===== src/rtl/ysyx_25040111_imem_resp_pkg.sv =====
// Shared definitions for the instruction-fetch responder and its latency-injection helpers.
package ysyx_25040111_imem_resp_pkg;

    typedef enum logic [1:0] {
        IDLE = 2'd0,
        WAIT = 2'd1,
        DATA = 2'd2
    } state_e;

    // Galois taps for x^16 + x^14 + x^13 + x^11
    localparam logic [15:0] LFSR_MASK    = 16'hB400;
    localparam logic [15:0] DEFAULT_SEED = 16'hACE1;

    function automatic logic [15:0] lfsr_next(input logic [15:0] q);
        return {1'b0, q[15:1]} ^ (q[0] ? LFSR_MASK : 16'h0000);
    endfunction

endpackage


===== src/rtl/ysyx_25040111_imem_resp_if.sv =====
// Fetch handshake plus instruction-SRAM read port; slave is the responder side.
interface ysyx_25040111_imem_resp_if;

    logic        if_start;
    logic [31:0] pc;
    logic [31:0] inst_t;
    logic        if_ok;
    logic        fault;
    logic        busy;
    logic        drop_err;
    logic        mem_en;
    logic [29:0] mem_addr;
    logic [31:0] mem_rdata;

    modport slave (
        input  if_start, pc, mem_rdata,
        output inst_t, if_ok, fault, busy, drop_err, mem_en, mem_addr
    );

    modport master (
        output if_start, pc, mem_rdata,
        input  inst_t, if_ok, fault, busy, drop_err, mem_en, mem_addr
    );

endinterface


===== src/rtl/ysyx_25040111_lfsr16.sv =====
// Free-running 16-bit Galois LFSR used to jitter responder latencies.
module ysyx_25040111_lfsr16
    import ysyx_25040111_imem_resp_pkg::*;
#(
    parameter logic [15:0] SEED = DEFAULT_SEED
) (
    input  logic        clk,
    input  logic        reset,
    output logic [15:0] q
);

    always_ff @(posedge clk) begin
        if (reset) begin
            q <= SEED;
        end else begin
            q <= lfsr_next(q);
        end
    end

endmodule


===== src/rtl/ysyx_25040111_imem_resp.sv =====
// Single-outstanding instruction-fetch responder with programmable/jittered delay before one SRAM read.
module ysyx_25040111_imem_resp
    import ysyx_25040111_imem_resp_pkg::*;
#(
    parameter int unsigned LAT     = 0,
    parameter int unsigned RAND_EN = 0,
    parameter int unsigned JIT_W   = 2,
    parameter logic [15:0] SEED    = DEFAULT_SEED
) (
    input  logic                          clk,
    input  logic                          reset,
    ysyx_25040111_imem_resp_if.slave      bus
);

    localparam logic [15:0] JIT_MASK = (RAND_EN != 0) ? 16'((1 << JIT_W) - 1) : 16'h0000;

    state_e      r_state;
    logic [8:0]  r_cnt;
    logic [31:0] r_pc;
    logic [31:0] r_inst;
    logic        r_ok;
    logic        r_fault;
    logic        r_drop;

    logic [15:0] w_lfsr;
    logic [8:0]  w_load;
    logic        w_mis;

    ysyx_25040111_lfsr16 #(
        .SEED (SEED)
    ) u_lfsr (
        .clk   (clk),
        .reset (reset),
        .q     (w_lfsr)
    );

    assign w_load = 9'(LAT) + 9'(w_lfsr & JIT_MASK);
    assign w_mis  = (r_pc[1:0] != 2'b00);

    always_ff @(posedge clk) begin
        if (reset) begin
            r_state <= IDLE;
            r_cnt   <= '0;
            r_pc    <= '0;
            r_inst  <= '0;
            r_ok    <= 1'b0;
            r_fault <= 1'b0;
            r_drop  <= 1'b0;
        end else begin
            r_ok    <= 1'b0;
            r_fault <= 1'b0;
            if (bus.if_start && r_state != IDLE) begin
                r_drop <= 1'b1;
            end
            case (r_state)
                IDLE: begin
                    if (bus.if_start) begin
                        r_pc    <= bus.pc;
                        r_cnt   <= w_load;
                        r_state <= WAIT;
                    end
                end
                WAIT: begin
                    if (r_cnt != '0) begin
                        r_cnt <= r_cnt - 9'd1;
                    end else begin
                        r_state <= DATA;
                    end
                end
                DATA: begin
                    r_inst  <= w_mis ? 32'h0 : bus.mem_rdata;
                    r_ok    <= 1'b1;
                    r_fault <= w_mis;
                    r_state <= IDLE;
                end
                default: r_state <= IDLE;
            endcase
        end
    end

    assign bus.inst_t   = r_inst;
    assign bus.if_ok    = r_ok;
    assign bus.fault    = r_fault;
    assign bus.busy     = (r_state != IDLE);
    assign bus.drop_err = r_drop;
    assign bus.mem_en   = (r_state == WAIT) && (r_cnt == '0) && !w_mis;
    assign bus.mem_addr = r_pc[31:2];

endmodule

===== src/flat_wrapper.sv =====
// flat-port wrapper written by rule: the top's interface ports become plain ports
module ysyx_25040111_imem_resp_flat import ysyx_25040111_imem_resp_pkg::*;
#(
    parameter int unsigned LAT     = 0,
    parameter int unsigned RAND_EN = 0,
    parameter int unsigned JIT_W   = 2,
    parameter logic [15:0] SEED    = DEFAULT_SEED
)
  (clk, reset, bus_if_start, bus_pc, bus_mem_rdata, bus_inst_t, bus_if_ok, bus_fault, bus_busy, bus_drop_err, bus_mem_en, bus_mem_addr);
  ysyx_25040111_imem_resp_if bus_i ();
  input  logic clk;
  input  logic reset;
  input wire logic [$bits(bus_i.if_start)-1:0] bus_if_start;
  input wire logic [$bits(bus_i.pc)-1:0] bus_pc;
  input wire logic [$bits(bus_i.mem_rdata)-1:0] bus_mem_rdata;
  output wire logic [$bits(bus_i.inst_t)-1:0] bus_inst_t;
  output wire logic [$bits(bus_i.if_ok)-1:0] bus_if_ok;
  output wire logic [$bits(bus_i.fault)-1:0] bus_fault;
  output wire logic [$bits(bus_i.busy)-1:0] bus_busy;
  output wire logic [$bits(bus_i.drop_err)-1:0] bus_drop_err;
  output wire logic [$bits(bus_i.mem_en)-1:0] bus_mem_en;
  output wire logic [$bits(bus_i.mem_addr)-1:0] bus_mem_addr;
  assign bus_i.if_start = bus_if_start;
  assign bus_i.pc = bus_pc;
  assign bus_i.mem_rdata = bus_mem_rdata;
  assign bus_inst_t = bus_i.inst_t;
  assign bus_if_ok = bus_i.if_ok;
  assign bus_fault = bus_i.fault;
  assign bus_busy = bus_i.busy;
  assign bus_drop_err = bus_i.drop_err;
  assign bus_mem_en = bus_i.mem_en;
  assign bus_mem_addr = bus_i.mem_addr;
  ysyx_25040111_imem_resp #(.LAT(LAT), .RAND_EN(RAND_EN), .JIT_W(JIT_W), .SEED(SEED)) u_core (.clk(clk), .reset(reset), .bus(bus_i));
endmodule

===== config.mk =====
export PLATFORM = sky130hd
export DESIGN_NAME = ysyx_25040111_imem_resp_flat
export DESIGN_NICKNAME = d
export VERILOG_FILES = /design/src/rtl/ysyx_25040111_imem_resp_pkg.sv /design/src/rtl/ysyx_25040111_imem_resp_if.sv /design/src/rtl/ysyx_25040111_lfsr16.sv /design/src/rtl/ysyx_25040111_imem_resp.sv /design/src/flat_wrapper.sv
export SDC_FILE = /design/constraint.sdc
export NUM_CORES = 1
export LEC_CHECK = 0
export ABC_AREA = 0
export BUFFER_PORTS_ARGS = -buffer_cell sky130_fd_sc_hd__buf_4
export CAP_MARGIN = 30
export CORE_UTILIZATION = 47
export DETAILED_ROUTE_END_ITERATION = 12
export GPL_ROUTABILITY_DRIVEN = 0
export GPL_TIMING_DRIVEN = 0
export PLACE_DENSITY = 0.8
export SYNTH_ARGS = -nofsm -noshare
export SYNTH_HDL_FRONTEND = slang
export SYNTH_SLANG_ARGS = --single-unit
export TNS_END_PERCENT = 20

===== constraint.sdc =====
create_clock -name clk -period 1.81 [get_ports clk]
set_input_delay 0 -clock clk [delete_from_list [all_inputs] [get_ports clk]]
set_output_delay 0 -clock clk [all_outputs]
set_load 0.05 [all_outputs]

Word level (Yosys, flattened, before mapping)
Index checks and enable logic that the tools add are counted.

storage, ports and cells
  logic and storage cells = 36
  input bits = 67
  register bits = 78

operators by class
  bitwise logic cells = 1
  add/sub/neg operators = 1
  equality and inequality tests = 5
  multiplexer cells = 8
  reduce and logical (&&, ||, !) cells = 14

operator list
  cell                   count
  $mux W32               1
  $mux W9                2
  $pmux W9 S2            1
  $logic_not A9 Y1       1
  $reduce_bool A9 Y1     1
  $sub A9 B1 Y9 const B  1
  $reduce_bool A2 Y1     3
  $mux W2                2
  $ne A2 B2 Y1 const B   2
  $pmux W2 S2            1
  $reduce_and A2 Y1      2
  $logic_and A1 B1 Y1    3
  $reduce_and A3 Y1      1
  $eq A2 B1 Y1 const B   1
  $eq A2 B2 Y1 const B   1
  $logic_not A2 Y1       1
  $ne A2 B1 Y1 const B   1
  $reduce_or A2 Y1       1
  $logic_not A1 Y1       1
  $mux W1                1
  $not A1 Y1             1

Depth between registers and ports, before layout
  depth in word-level cells = 3
  gate-level depth with buffers = 6
  mapped depth without buffers = 6

Worst setup path after synthesis
OpenSTA, ideal clock, no wires.

  path type = register -> output
  from = reg u_core.r_cnt[0]
  to = out bus_mem_en
  setup slack = -0.496 ns
  arrival time = 2.306 ns
  cell stages (with the launch flop) = 6
  cells stage by stage = dfxtp_1 inv_1 ha_1 and3b_1 nand2_1 nor4_1

on the way
  cells in the longest elaborated chain, start to end = 3

RTL lines
  element                            RTL line                       text
  from (decl)                        ysyx_25040111_imem_resp.sv:18  logic [8:0] r_cnt;
  from (signal assigned)             ysyx_25040111_imem_resp.sv:59  r_cnt <= w_load;
  from (signal assigned)             ysyx_25040111_imem_resp.sv:65  r_cnt <= r_cnt - 9'd1;
  $logic_not A9 Y1                   ysyx_25040111_imem_resp.sv:86  assign bus.mem_en = (r_state == WAIT) && (r_cnt == '0) && !w_mis;
  $logic_and A1 B1 Y1 (2 in series)  ysyx_25040111_imem_resp.sv:86
  to (decl)                          flat_wrapper.sv:21             output wire logic [$bits(bus_i.mem_en)-1:0] bus_mem_en;

Every way passes these cells.

Final worst setup path
Same ends and word-level chain as after synthesis.

==> results.sh <==
export IMPL_final_common_cell="buf_4"
export IMPL_ioPinCount=134
export IMPL_vias=3312
export IMPL_worstPathMaxFanout=4
export IMPL_cp_data_arrival_time_ns=1.68
export IMPL_post_cts_buffers=0
export IMPL_drt_first_pass_iters=4
export IMPL_syn_nets=417
export IMPL_crit_path_max_incr_delay_ns=0.33
export IMPL_yosysSeqAreaShare_pct=51.5
export IMPL_cp_buffers_inverters=2
export IMPL_num_rows=28
export IMPL_final_cell_mix="buf_4 (162), dfxtp_1 (78), nand2_1 (69), dlygate4sd3_1 (65), nor2_1 (49)"
export IMPL_wl_um=9640
export IMPL_critPathTopFamily="simple AND/OR/NAND/NOR gates"
export IMPL_cts_inserted_buffers=9
export IMPL_drv_cap=0
export IMPL_p_leak_nw=2.28
export IMPL_drc=0
export IMPL_yosysWarnings=0
export IMPL_grt_pass1_vias=3231
export IMPL_grt_antenna_before_repair=0
export IMPL_clk_pin_slew_ns=0.09
export IMPL_ant_nets=0
export IMPL_wl_met3_um=837
export IMPL_slowest_stage="dfxtp_1"
export IMPL_die_height_um=82.3
export IMPL_netlist_area_leader_share_pct=51.5
export IMPL_ys_flop_type="dfxtp_1"
export IMPL_dp_hpwl_um=5790
export IMPL_setup_viol=0
export IMPL_outcome="complete, no violations"
export IMPL_endpoint_kind="output pin"
export IMPL_relSlewSlack_pct=66.5
export IMPL_fmax_mhz=595
export IMPL_root_buffer="clkbuf_8"
export IMPL_post_drt_wl_per_cell_um=15.1
export IMPL_core_region_area_um2=6060
export IMPL_vias_per_cell=5.20
export IMPL_synth_seq_cells=78
export IMPL_area_growth_pct=64.4
export IMPL_cts_sinks=78
export IMPL_ir_worst_vdd_mv=0.593
export IMPL_synth_area_per_cell_um2=8.69
export IMPL_antenna_cells=0
export IMPL_place_area_um2=4120
export IMPL_netlist_area_um2=3030
export IMPL_hp_class="primary input to register"
export IMPL_m1WireLength_um=3620
export IMPL_insertion_delay_ns=0.33
export IMPL_die_area_um2=6780
export IMPL_drt_iter0_drc=154
export IMPL_cts_htree_levels=3
export IMPL_worst_pin_slew_ns=0.501
export IMPL_grt_pass1_wl_um=14500
export IMPL_fillers=364
export IMPL_ys_types=35
export IMPL_drive_gt1_share_pct=34.3
export IMPL_yosysTopAreaCell="dfxtp_1"
export IMPL_fin_crit_ns=1.68
export IMPL_finalInstanceArea_um2=4980
export IMPL_start_util_pct=50.0
export IMPL_wl_met2_um=4970
export IMPL_power_per_cell_area_nw_per_um2=806
export IMPL_worstPathCellList="inv_1, ha_2, and3b_2, nand2_1, nor4_2, buf_4"
export IMPL_worstPathRequired_ns=1.81
export IMPL_drv_slew=0
export IMPL_synth_area_leaders="dfxtp_1 (52%), nand2_1 (8.5%), a22oi_1 (7.9%)"
export IMPL_nets=625
export IMPL_synth_edf_count=0
export IMPL_track_usage_pct=29.0
export IMPL_top_layer="met4"
export IMPL_syn_instance_count=349
export IMPL_synth_async_sr_flop_share_pct=0
export IMPL_io_buffer_count=132
export IMPL_finClkSkew_ns=0.0105
export IMPL_grt_max_degree=15
export IMPL_worstSetupPathType="register to output pin"
export IMPL_finalSetupTns_ns=0
export IMPL_post_route_period_util_pct=92.9
export IMPL_grt_setup_unrepaired="no"
export IMPL_fp_dieW_um=82.3
export IMPL_clockBufferDepth=2
export IMPL_cts_tree="done"
export IMPL_startpoint_type="register"
export IMPL_grt_ovfl_total=0
export IMPL_power_w=0.00402
export IMPL_hold_viol=0
## flip-flops by register name, summed over array words and instances, names as in the netlist
signal               count
u_core.bus.inst_t       32
u_core.r_pc             32
u_core.r_cnt             9
u_core.r_state           2
u_core.bus.drop_err      1
u_core.bus.fault         1
u_core.bus.if_ok         1
## stage by stage
| stage | hold slack [ns] | instances | setup slack (ns) | util (%) |
|---|---|---|---|---|
| 2_1_floorplan | 0.136 | 349 | 0.0889 | - |
| 5_1_grt | 0.00799 | 637 | 0.0123 | 82.2 |
| 6_report | 0.0124 | 637 | 0.128 | 82.2 |
| 3_5_place_dp | 0.242 | 556 | 0.225 | 68.0 |
| 3_3_place_gp | 0.233 | 556 | 0.272 | 68.0 |
| 4_1_cts | 0.00212 | 637 | 0.0607 | 82.2 |
## Yosys cell counts, types with 3 or more instances
cell,instances
nand2b_1,3
buf_2,6
xor2_1,3
nor2_1,49
a21oi_1,34
nor3_1,3
inv_1,3
clkbuf_1,14
dfxtp_1,78
nand2_1,69
a22oi_1,32
buf_4,30
## worst paths after layout
check | start | to | slack, ns | cells past startpoint
worst max-delay path | u_core.r_cnt[0] | bus_mem_en | 0.13 | 6
worst min-delay path | reset | u_core.r_cnt[6] | 0.01 | 3
worst max register to register | u_core.r_state[1] | u_core.bus.inst_t[12] | 0.13 | 6
worst min register to register | u_core.r_pc[30] | u_core.r_pc[30] | 0.46 | 2
## timing repair
action / in CTS / in global routing
gates resized for setup: 0 / 2
setup endpoints to repair: 0 / 1
hold buffers: 65 / 0
endpoints found under the hold margin: 65 / 0
## report_power, final
group / switching [W] / internal (W) / total [W]
Combinational: 0.000479 / 0.000383 / 0.000863
Sequential: 0.0000438 / 0.00178 / 0.00183
Clock: 0.000639 / 0.000685 / 0.00132
Total: 0.00116 / 0.00285 / 0.00402
## tightest hold or removal path, stage by stage
cell	delay, ns
clkbuf_8	0.14
or3_1	0.10
o41ai_1	0.05
## metal layers
layer,vias up,global-route usage (%)
met1,1549,29.8
met3,23,8.13
met5,-,0
met2,178,53.9
li1,1562,-
met4,0,13.7
## cells by family after synthesis
kind of cell	after synthesis	synth area share, %
flip-flops	78	51.5
multiplexers	3	1.03
AO/OA/AOI/OAI	76	16.4
AND/OR/NAND/NOR	134	18.8
XOR/XNOR	3	0.867
buffers and inverters	54	11.0
adder cells (fa/ha/maj)	1	0.413
## final cells by class
type                       count  area, um2  area share (%)
buffer                        51        322            6.45
clock buffer                  10        138            2.76
clock inverter                 6       68.8            1.38
inverter                       3       11.3           0.226
multi-input combinational    217       1150            23.0
sequential                    78       1560            31.3
tap                           75       93.8            1.88
timing repair buffer         197       1640            32.9
(Power assumes the default switching activity.)
